--- config.mk ---
export PLATFORM = sky130hd
export DESIGN_NAME = pipe_hazard_ctrl
export DESIGN_NICKNAME = d
export VERILOG_FILES = /design/src/rtl/pipe_hazard_ctrl_pkg.sv /design/src/rtl/hazard_perf_cnt.sv /design/src/rtl/pipe_hazard_ctrl.sv
export SDC_FILE = /design/constraint.sdc
export NUM_CORES = 1
export LEC_CHECK = 0
export BUFFER_PORTS_ARGS = -buffer_cell sky130_fd_sc_hd__buf_4
export CAP_MARGIN = 20
export CORE_MARGIN = 3
export CORE_UTILIZATION = 40
export DETAILED_ROUTE_END_ITERATION = 8
export HOLD_SLACK_MARGIN = 0.15
export PLACE_DENSITY = 0.71
export SLEW_MARGIN = 20
export SYNTH_ARGS = -nofsm -noshare
export SYNTH_HDL_FRONTEND = slang
export SYNTH_SLANG_ARGS = --single-unit
--- constraint.sdc ---
create_clock -name clk -period 3.35 [get_ports clk]
set_clock_uncertainty 0.1 [all_clocks]
set_input_delay 0.1675 -clock clk [delete_from_list [all_inputs] [get_ports clk]]
set_output_delay 0.1675 -clock clk [all_outputs]
set_load 0.03 [all_outputs]
--- src/rtl/pipe_hazard_ctrl_pkg.sv ---
// Shared definitions for the pipeline hazard sequencer: FSM encoding,
// register-index width and the default multi-cycle EX latency.
package pipe_hazard_ctrl_pkg;

   typedef enum logic {
      RUN     = 1'b0,
      MC_BUSY = 1'b1
   } hz_state_e;

   localparam int REG_IDX_W  = 5;
   localparam int DEF_MC_LAT = 32;

endpackage

--- src/rtl/hazard_perf_cnt.sv ---
// Pair of wrapping performance counters (stall cycles, flush cycles).
module hazard_perf_cnt #(
   parameter int CNT_W = 32
) (
   input  logic             clk,
   input  logic             rst,
   input  logic             stall_inc,
   input  logic             flush_inc,
   output logic [CNT_W-1:0] stall_cnt,
   output logic [CNT_W-1:0] flush_cnt
);

   logic [CNT_W-1:0] stall_cnt_q, stall_cnt_d;
   logic [CNT_W-1:0] flush_cnt_q, flush_cnt_d;

   always_comb begin
      stall_cnt_d = stall_inc ? stall_cnt_q + 1'b1 : stall_cnt_q;
      flush_cnt_d = flush_inc ? flush_cnt_q + 1'b1 : flush_cnt_q;
   end

   always_ff @(posedge clk) begin
      if (rst) begin
         stall_cnt_q <= '0;
         flush_cnt_q <= '0;
      end else begin
         stall_cnt_q <= stall_cnt_d;
         flush_cnt_q <= flush_cnt_d;
      end
   end

   assign stall_cnt = stall_cnt_q;
   assign flush_cnt = flush_cnt_q;

endmodule

--- src/rtl/pipe_hazard_ctrl.sv ---
// Stall/flush sequencer for the 5-stage pipeline: load-use bubbles, EX
// redirects, multi-cycle EX ops and data-memory wait states.
module pipe_hazard_ctrl
   import pipe_hazard_ctrl_pkg::*;
#(
   parameter int MC_LAT = DEF_MC_LAT,
   parameter int CNT_W  = 32
) (
   input  logic                 clk,
   input  logic                 resetn,
   input  logic [REG_IDX_W-1:0] id_rs1,
   input  logic [REG_IDX_W-1:0] id_rs2,
   input  logic                 id_use_rs1,
   input  logic                 id_use_rs2,
   input  logic [REG_IDX_W-1:0] ex_rd,
   input  logic                 ex_RegWrite,
   input  logic                 ex_ltype,
   input  logic                 ex_redirect,
   input  logic                 ex_mc_start,
   input  logic                 mem_wait,
   output logic                 pc_stall,
   output logic                 ifid_pause,
   output logic                 ifid_flush,
   output logic                 idex_pause,
   output logic                 idex_flush,
   output logic                 idex_hold,
   output logic                 exmem_pause,
   output logic                 exmem_hold,
   output logic                 memwb_pause,
   output logic                 mc_busy,
   output logic                 mc_done,
   output logic [CNT_W-1:0]     stall_cnt,
   output logic [CNT_W-1:0]     flush_cnt
);

   localparam int              MC_W    = $clog2(MC_LAT);
   localparam logic [MC_W-1:0] MC_INIT = MC_W'(MC_LAT - 2);

   hz_state_e       state_q, state_d;
   logic [MC_W-1:0] mc_cnt_q, mc_cnt_d;
   logic            mc_done_q, mc_done_d;
   logic            load_use;

   assign load_use = ex_ltype & ex_RegWrite & (ex_rd != '0) &
                     ((id_use_rs1 & (id_rs1 == ex_rd)) |
                      (id_use_rs2 & (id_rs2 == ex_rd)));

   always_comb begin
      state_d     = state_q;
      mc_cnt_d    = mc_cnt_q;
      mc_done_d   = 1'b0;
      pc_stall    = 1'b0;
      ifid_pause  = 1'b0;
      ifid_flush  = 1'b0;
      idex_pause  = 1'b0;
      idex_flush  = 1'b0;
      idex_hold   = 1'b0;
      exmem_pause = 1'b0;
      exmem_hold  = 1'b0;
      memwb_pause = 1'b0;
      mc_busy     = 1'b0;
      if (!resetn) begin
         if (mem_wait) begin
            // Whole pipe frozen; EX re-presents redirect/mc_start next cycle.
            pc_stall    = 1'b1;
            ifid_pause  = 1'b1;
            idex_hold   = 1'b1;
            exmem_hold  = 1'b1;
            memwb_pause = 1'b1;
            mc_busy     = (state_q == MC_BUSY);
         end else if (state_q == MC_BUSY) begin
            pc_stall    = 1'b1;
            ifid_pause  = 1'b1;
            idex_hold   = 1'b1;
            exmem_pause = 1'b1;
            mc_busy     = 1'b1;
            if (mc_cnt_q == '0) begin
               state_d   = RUN;
               mc_done_d = 1'b1;
            end else begin
               mc_cnt_d = mc_cnt_q - 1'b1;
            end
         end else if (ex_redirect) begin
            ifid_flush = 1'b1;
            idex_flush = 1'b1;
         end else if (ex_mc_start) begin
            // Start cycle counts toward occupancy, so MC_BUSY lasts MC_LAT-1.
            pc_stall    = 1'b1;
            ifid_pause  = 1'b1;
            idex_hold   = 1'b1;
            exmem_pause = 1'b1;
            mc_busy     = 1'b1;
            state_d     = MC_BUSY;
            mc_cnt_d    = MC_INIT;
         end else if (load_use) begin
            pc_stall   = 1'b1;
            ifid_pause = 1'b1;
            idex_pause = 1'b1;
         end
      end
   end

   always_ff @(posedge clk) begin
      if (resetn) begin
         state_q   <= RUN;
         mc_cnt_q  <= '0;
         mc_done_q <= 1'b0;
      end else begin
         state_q   <= state_d;
         mc_cnt_q  <= mc_cnt_d;
         mc_done_q <= mc_done_d;
      end
   end

   assign mc_done = mc_done_q;

   hazard_perf_cnt #(.CNT_W(CNT_W)) u_perf (
      .clk       (clk),
      .rst       (resetn),
      .stall_inc (pc_stall),
      .flush_inc (idex_flush),
      .stall_cnt (stall_cnt),
      .flush_cnt (flush_cnt)
   );

endmodule

* After elaboration in Yosys (flattened, before gate mapping)
Cells that the tools add are included.
** Word-level totals
- Flip-flop bits (word level) :: 71
- Bits of input ports :: 24
- Output and inout port bits :: 75
** Cells by class
- Add/sub/neg operators :: 3
- Equality and inequality tests :: 4
- Mux-type cells :: 33
- Bitwise logic cells :: 8
- Reduce and logical (&&, ||, !) cells :: 5
** Operators by type and width (number)
- adder 32 x 1 -> 32 bit (second input constant) :: 2
- 2-to-1 mux 1 bit :: 29
- 2-to-1 mux 5 bit :: 4
- == test 5 bit :: 2
- AND 1 bit :: 5
- logical NOT 5 bit :: 1
- nonzero test 5 bit :: 1
- subtractor 5 x 1 -> 5 bit (second input constant) :: 1
- AND reduction 4 bit :: 1
- OR reduction 3 bit :: 1
- != test 2 x 1 -> 1 bit (second input constant) :: 1
- != test 2 bit (second input constant) :: 1
- inverter 1 bit :: 2
- nonzero test 2 bit :: 1
- OR 1 bit :: 1

* Longest topological paths before layout
Gate-level depths: netlist (run 1).
- Word-level depth :: 10
- Gate-level depth with buffers :: 8
- Gate-level depth less buffers :: 7

* By module
A second synthesis (run 1) with hierarchy kept.
** Second synthesis, totals
- Cell total of the unflattened synthesis :: 429
- Area total of the unflattened synthesis :: 3653.5 µm²
** Modules (own cells, without submodules)
- hazard_perf_cnt :: instances 1, cells an instance 354, area each 3019.1 µm², seq. area each 1281.2 µm²
- pipe_hazard_ctrl :: instances 1, cells an instance 75, area each 634.4 µm², seq. area each 140.1 µm²

* Worst setup path after synthesis (run 1)
No wires, ideal clock.
- Path type :: input to output
- Start point :: in ex_rd[3]
- End point :: out pc_stall
- Arrival :: 2034 ps
- Required time :: 3082 ps
- Path slack :: 1049 ps
- Cell stages on the path :: 8
- Buffers on the path :: 3
- Cells stage by stage :: xor2_1 nor4_2 a32oi_2 o21a_1 buf_6 buf_2 nor2_1 buf_4
** On the way
- Longest elaborated chain between the ends :: 10
- Elaborated cells between the ends (all ways) :: 14
** Ends and longest elaborated chain
- start, declared :: RTL line pipe_hazard_ctrl.sv:15 : input logic [REG_IDX_W-1:0] ex_rd,
- == test 5 bit, on equally long branches :: RTL line pipe_hazard_ctrl.sv:45, pipe_hazard_ctrl.sv:46
- AND 1 bit, on equally long branches :: RTL line pipe_hazard_ctrl.sv:45, pipe_hazard_ctrl.sv:46
- OR 1 bit :: RTL line pipe_hazard_ctrl.sv:45 : ((id_use_rs1 & (id_rs1 == ex_rd)) |
- AND 1 bit * :: RTL line pipe_hazard_ctrl.sv:44 : assign load_use = ex_ltype & ex_RegWrite & (ex_rd != '0) &
- 2-to-1 mux 1 bit * (6 in a row)
- end, declared :: RTL line pipe_hazard_ctrl.sv:21 : output logic pc_stall,
Mark *: on every way between the ends. The rest lies on a longest branch, timed or not.

* Final worst setup path (run 1)
- Start point :: in mem_wait
- End point :: reg u_perf.flush_cnt_q[31], in the netlist u_perf.flush_cnt[31]
** On the way
- Longest elaborated chain between the ends :: 2
** Ends and longest elaborated chain
- start, declared :: RTL line pipe_hazard_ctrl.sv:20 : input logic mem_wait,
- 2-to-1 mux 1 bit :: RTL line pipe_hazard_ctrl.sv:63 : if (mem_wait) begin
- 2-to-1 mux 1 bit :: RTL line pipe_hazard_ctrl.sv:62 : if (!resetn) begin
- end signal, assigned :: RTL line hazard_perf_cnt.sv:27 : flush_cnt_q <= flush_cnt_d;
- end, declared :: RTL line hazard_perf_cnt.sv:14 : logic [CNT_W-1:0] flush_cnt_q, flush_cnt_d;
Every way passes these cells.
A chain may end at the register's enable or synchronous reset.

==> results.toml, run 1 <==
[worst_hold_path]
hold_class = "in -> reg"

[routing]
drc = 0
via_per_inst = 5.41
antenna_left = 0
wl_per_cell_um = 14.1
wirelength_mm = 9.02
first_iter_violations = 139
drt_pass1_iterations = 4
vias = 3449

[place]
port_buffers = 98
place.gp.congestion = 0.781
preCtsSetupSlack_ps = 896
placed_area_um2 = 4370
dp_hpwl_mm = 6.47

[power_and_ir_drop]
clkPwrFrac_pct = 41.1
ir_drop_mv = 0.263
swShare_pct = 24.9
power_leakage_nw = 1.76
pwr-share-comb_pct = 8.7
p_per_area_nw_per_um2 = 376
p_int_mw = 1.30
power.switching_mw = 0.430
sequentialPowerShare_pct = 50.3

[cells_and_area]
n_antenna_cell = 0
final_core_util_pct = 54.3
synthToLayoutAreaGrowth_pct = 27.9
drive_gt1_share_pct = 23.1
fillCellCount = 802
fin_area_um2 = 4600
final_net_count = 556

[timing]
worstMarginPinSlew_ps = 883
slew_viol_final = 0
finalSetupTns_ps = 0
setup_viol = 0
whs_ps = 197
period_needed_ps = 2490
hold_violations = 0
fmax_mhz = 401
max-slew-margin-rel_pct = 40.7
setup_slack_ps = 856
rsz0062_at_grt = "false"
finalCritPeriodShare_pct = 74.5

[cts]
cts_made_buffers = 9
cts_max_path_buffers = 2
tritoncts = "built"
clock_latency_ps = 340
cts_sinks = 71
path_clk_slew_ps = 80
cts_root_buffer = "clkbuf_8"
htreeDepth = 3
post_cts_buffers = 0

[critical_path]
cpMaxStageDelayCell = "dlygate4sd3_1"
crit_type = "in -> reg"
cp_max_fo = 9
critical_path_arrival_ps = 2600
cpMostUsedCell = "nor4b_4"
worstSetupEndpointType = "flop"
path_cells = "dlygate4sd3_1 -> buf_4 -> nor4b_4 -> and4_1 -> nor4b_4 -> nand3_1 -> xor2_1 -> nor2_1"
cpPeakStageDelay_ps = 540
cp.required_ps = 3460
worst_setup_path_start_kind = "input pin"

[grt]
grt_first_pass_wirelength_mm = 14.8
antenna_found_initial = 0
grt_max_degree = 76
grt_overflow = 0
first_global_vias = 3096
grt_use_total_pct = 17.8

[die]
die_y_um = 101
io_pins = 99
start_util_pct = 42.5
coreArea_um2 = 8460
core.rowCount = 33
die-area_um2 = 10200
die_x_um = 101

[yosys]
avgSynthCellArea_um2 = 8.25
synth_nets = 464
ys_async_sr_fraction_pct = 0
synth_seq_cells = 71
ys.flop_type = "dfxtp_1"
yosysUniqueCellTypes = 48
synth_edf_count = 0
yosysSeqAreaShare_pct = 39.5
syn_inst = 436
ys_warn_count = 0
syn-cell-area_um2 = 3600

[flow_run]
maxCapViolations = 0

[run_status]
status = "finished clean"
-- final timing paths --
path	cells past startpoint	slack [ps]	from	to
worst min register to register	2	390	u_perf.stall_cnt[31]$_SDFFE_PP0P_	u_perf.stall_cnt[31]$_SDFFE_PP0P_
worst max-delay path	8	860	mem_wait	u_perf.flush_cnt[31]$_SDFFE_PP0P_
worst max register to register	6	890	state_q$_SDFFE_PP0N_	u_perf.flush_cnt[31]$_SDFFE_PP0P_
worst min-delay path	4	200	ex_redirect	u_perf.flush_cnt[1]$_SDFFE_PP0P_
-- Yosys cell counts, types with 2 or more instances --
cell / number / area share [%]
a211oi_1: 2 / 0.42
a21oi_1: 28 / 3.9
and3_1: 5 / 0.87
and4_1: 9 / 2.2
buf_1: 2 / 0.21
buf_2: 5 / 0.70
buf_4: 3 / 0.63
clkbuf_1: 9 / 0.94
dfxtp_1: 71 / 40
ha_1: 4 / 1.4
inv_1: 13 / 1.4
mux2_2: 2 / 0.63
mux2i_1: 2 / 0.56
nand2_1: 35 / 3.7
nand3_1: 24 / 3.3
nand4_1: 19 / 3.3
nor2_1: 51 / 5.3
nor2b_1: 3 / 0.52
nor3_1: 7 / 0.97
nor4_1: 5 / 0.87
nor4b_4: 2 / 1.3
o21a_1: 2 / 0.42
o21ai_0: 29 / 4.0
o22ai_1: 2 / 0.35
o31a_1: 4 / 0.97
o31ai_1: 5 / 1.0
or3_1: 30 / 5.2
or4_1: 5 / 1.0
xnor2_1: 11 / 2.7
xor2_1: 29 / 7.1
-- power by group through the flow --
stage | Sequential (mW) | Combinational (mW) | Clock (mW)
3_5_place_dp | 0.888 | 0.149 | 0
5_1_grt | 0.871 | 0.164 | 0.768
3_3_place_gp | 0.888 | 0.145 | 0
2_1_floorplan | 0.893 | 0.0865 | 0
6_report | 0.869 | 0.150 | 0.710
4_1_cts | 0.869 | 0.151 | 0.728
-- metrics by stage --
stage,power (mW),cells
global route,1.80,638
CTS,1.75,638
global placement,1.03,620
floorplan,0.980,436
finish,1.73,638
detailed placement,1.04,620
-- final cells by class --
cell class | instances | area, um^2 | share of cell area (%)
Clock inverter | 5 | 56.3 | 1.22
Inverter | 13 | 48.8 | 1.06
Timing Repair Buffer | 101 | 763 | 16.6
Multi-Input combinational cell | 332 | 2030 | 44.1
Clock buffer | 11 | 151 | 3.29
Sequential cell | 71 | 1420 | 30.9
Tap cell | 105 | 131 | 2.86
-- state kept, by name, summed over array words and instances (netlist names) --
name              flops
state_q               1
mc_done               1
u_perf.flush_cnt     32
u_perf.stall_cnt     32
mc_cnt_q              5
-- critical path: cells and delay by family --
kind	cells	cell delay, ps
xor gates and xnor gates	1	140
and+or+nand+nor	5	1580
buffers and inverters	2	710
-- placed cells by master (no fill, tap or decap), drive strengths merged, types with 3 or more instances in the layout --
master and count:
a21oi 28, and3 5, and4 9, buf 99, clkbuf 11, clkinv 3, dfxtp 71, ha 4
inv 13, nand2 35, nand3 24, nand4 20, nor2 51, nor2b 3, nor3 7, nor4 6
o21ai 30, o31a 4, o31ai 5, or3 30, or4 5, xnor2 11, xor2 29
-- logic make-up after synthesis --
group | share of synthesized area (%)
flip-flops | 39.5
buffers and inverters | 4.14
AO/OA/AOI/OAI | 12.7
XOR/XNOR | 9.74
AND/OR/NAND/NOR | 31.3
adder cells (fa/ha/maj) | 1.39
multiplexers | 1.18
-- routing by layer --
layer	GRT usage [%]	vias to the layer above	part of all wire, %
met4	4.15	0	0.70
met3	5.61	6	7.1
li1	-	1739	-
met5	0	-	0
met1	23.5	1606	46
met2	28.3	98	46
-- what timing repair did --
action | in CTS | in global routing
hold endpoints to repair | 4 | 0
resized for setup | 0 | 0
hold buffers | 2 | 0
Power figures use the tool's default switching activity.
==> run 2: changes to the inputs <==
==> constraint.sdc (replaced) <==
create_clock -name clk -period 2.6 [get_ports clk]
set_clock_uncertainty 0.1 [all_clocks]
set_input_delay 0.13 -clock clk [delete_from_list [all_inputs] [get_ports clk]]
set_output_delay 0.13 -clock clk [all_outputs]
set_load 0.03 [all_outputs]
==> run 2 against run 1 <==
Global-route usage is 0.42 points higher. Via count is 1.0% higher. Routed wire length is 0.65% higher. Sequential share of layout area is 0.37 points lower. Worst setup slack worse by 560 ps. Total power is 30% higher. Critical path depth is 2 lower. Clock power is 29% higher. Cell count is 1.1% higher. Final area is 1.2% higher. Die area stayed put. Critical endpoint is now ifid_pause. Highest routed layer unchanged.
==> results.toml, run 2 (same netlist as run 1, synthesis figures left out) <==
[run_status]
status = "finished clean"

[grt]
grt_use_total_pct = 18.2
grt_max_degree = 75
grt_overflow = 0
first_global_vias = 3286
antenna_found_initial = 0
grt_first_pass_wirelength_mm = 15.1

[worst_hold_path]
hold_class = "in -> reg"
whs_endpoint = "u_perf.flush_cnt[1]$_SDFFE_PP0P_"
hold_depth = 5
hold_start = "resetn"

[timing]
hold_violations = 0
finalCritPeriodShare_pct = 88.7
fmax_mhz = 434
slew_viol_final = 0
max-slew-margin-rel_pct = 47.8
setup_viol = 0
rsz0062_at_grt = "false"
worstMarginPinSlew_ps = 783
finalSetupTns_ps = 0
period_needed_ps = 2310

[cells_and_area]
final_net_count = 563
fillCellCount = 805
final_common_cell = "buf_4"
synthToLayoutAreaGrowth_pct = 29.4
final_core_util_pct = 55.0
final_cell_mix = "107 x buf_4, 71 x dfxtp_1, 51 x nor2_1"
n_antenna_cell = 0
drive_gt1_share_pct = 24.6

[critical_path]
crit_family = "buffers and inverters"
worst_setup_path_start_kind = "input pin"
cp.required_ps = 2370
crit_type = "in -> out"
cpPeakStageDelay_ps = 540
path_cells = "dlygate4sd3_1 -> buf_4 -> nor3_1 -> o21a_2 -> nor2_1 -> buf_4"
reg2reg_slack_ps = 380
cpMostUsedCell = "buf_4"
r2r_start = "u_perf.stall_cnt[9]$_SDFFE_PP0P_"
cp_max_fo = 19
critical_path_arrival_ps = 2080
worstSetupEndpointType = "output port"
cpMaxStageDelayCell = "dlygate4sd3_1"
r2r_cells = 6
crit_buf_inv = 3
rr_endpoint = "u_perf.stall_cnt[28]$_SDFFE_PP0P_"

[routing]
drt_pass1_iterations = 4
drc = 0
wirelength_mm = 9.08
wl_per_cell_um = 14.1
first_iter_violations = 135
via_per_inst = 5.40
vias = 3485
antenna_left = 0

[place]
port_buffers = 98
dp_hpwl_mm = 6.63
place.gp.congestion = 0.808

[power_and_ir_drop]
power_leakage_nw = 1.78
ir_drop_mv = 0.309
p_per_area_nw_per_um2 = 482
totalPowerFinal_mw = 2.24

[cts]
path_clk_slew_ps = 70
cts_made_buffers = 9
cts_max_path_buffers = 2
clock_latency_ps = 350
tritoncts = "built"
cts_sinks = 71
cts_root_buffer = "clkbuf_8"
htreeDepth = 3

[die]
die_x_um = 101
die-area_um2 = 10200
core.rowCount = 33
start_util_pct = 42.5
io_pins = 99
coreArea_um2 = 8460
die_y_um = 101

[flow_run]
maxCapViolations = 0
[run 2: cell count changes in the layout (fill, tap and decap cells not counted), sizes merged]
cell | before | now
buf | 99 | 107
clkinv | 3 | 0
clkinvlp | 1 | 4
clkbuf | 11 | 10
dlygate4sd3 | 2 | 1
inv | 13 | 14
[run 2: worst max-delay path by stage]
stage / start / endpoint / slack (ps) / cells after the start
4_1_cts: mem_wait / ifid_pause / 150 / 6
3_3_place_gp: ex_rd[3] / u_perf.stall_cnt[7]$_SDFFE_PP0P_ / 330 / 7
6_report: mem_wait / ifid_pause / 290 / 6
3_5_place_dp: ex_rd[3] / u_perf.stall_cnt[14]$_SDFFE_PP0P_ / 230 / 7
2_1_floorplan: u_perf.stall_cnt[9]$_SDFFE_PP0P_ / u_perf.stall_cnt[30]$_SDFFE_PP0P_ / 330 / 7
5_1_grt: u_perf.stall_cnt[3]$_SDFFE_PP0P_ / u_perf.stall_cnt[26]$_SDFFE_PP0P_ / 140 / 6
[run 2: area by class of cell]
type	instances	area [um^2]	share of cell area [%]
inverter	13	48.8	1.05
sequential	71	1420	30.5
clock buffer	10	138	2.96
clock inverter	6	68.8	1.48
timing repair buffer	108	813	17.5
multi-input combinational	332	2030	43.7
tap	105	131	2.82
[run 2: repair_timing]
action                                  4_1_cts  5_1_grt
endpoints found under the setup margin        0        7
hold endpoints to repair                      1        0
resized for setup                             0        2
hold buffers                                  1        0
setup buffers                                 0        0
[run 2: layer usage]
layer	vias to the layer above	GRT usage, %	wire [um]
li1	1755	-	-
met1	1637	23.5	4010
met2	80	29.3	4330
met3	13	5.33	600
met4	0	5.60	128
met5	-	0	0
[run 2: power by group]
group | total, mW | internal, mW | switching, mW
Clock | 0.919 | 0.472 | 0.447
Combinational | 0.211 | 0.0881 | 0.123
Sequential | 1.11 | 1.10 | 0.0118
[run 2: tightest hold or removal path, cell delays in order]
cell and delay [ps]:
buf_4 120, nor4b_4 40, buf_4 160, nand2_1 60, o21ai_0 60
[run 2: per-stage QoR]
stage | hold WS [ps] | setup WS, ps | area (um^2) | cells
2_1_floorplan | 217 | 331 | 3600 | 436
3_3_place_gp | 286 | 332 | 4430 | 628
3_5_place_dp | 294 | 232 | 4430 | 628
4_1_cts | 167 | 153 | 4650 | 645
5_1_grt | 231 | 136 | 4650 | 645
6_report | 176 | 294 | 4650 | 645
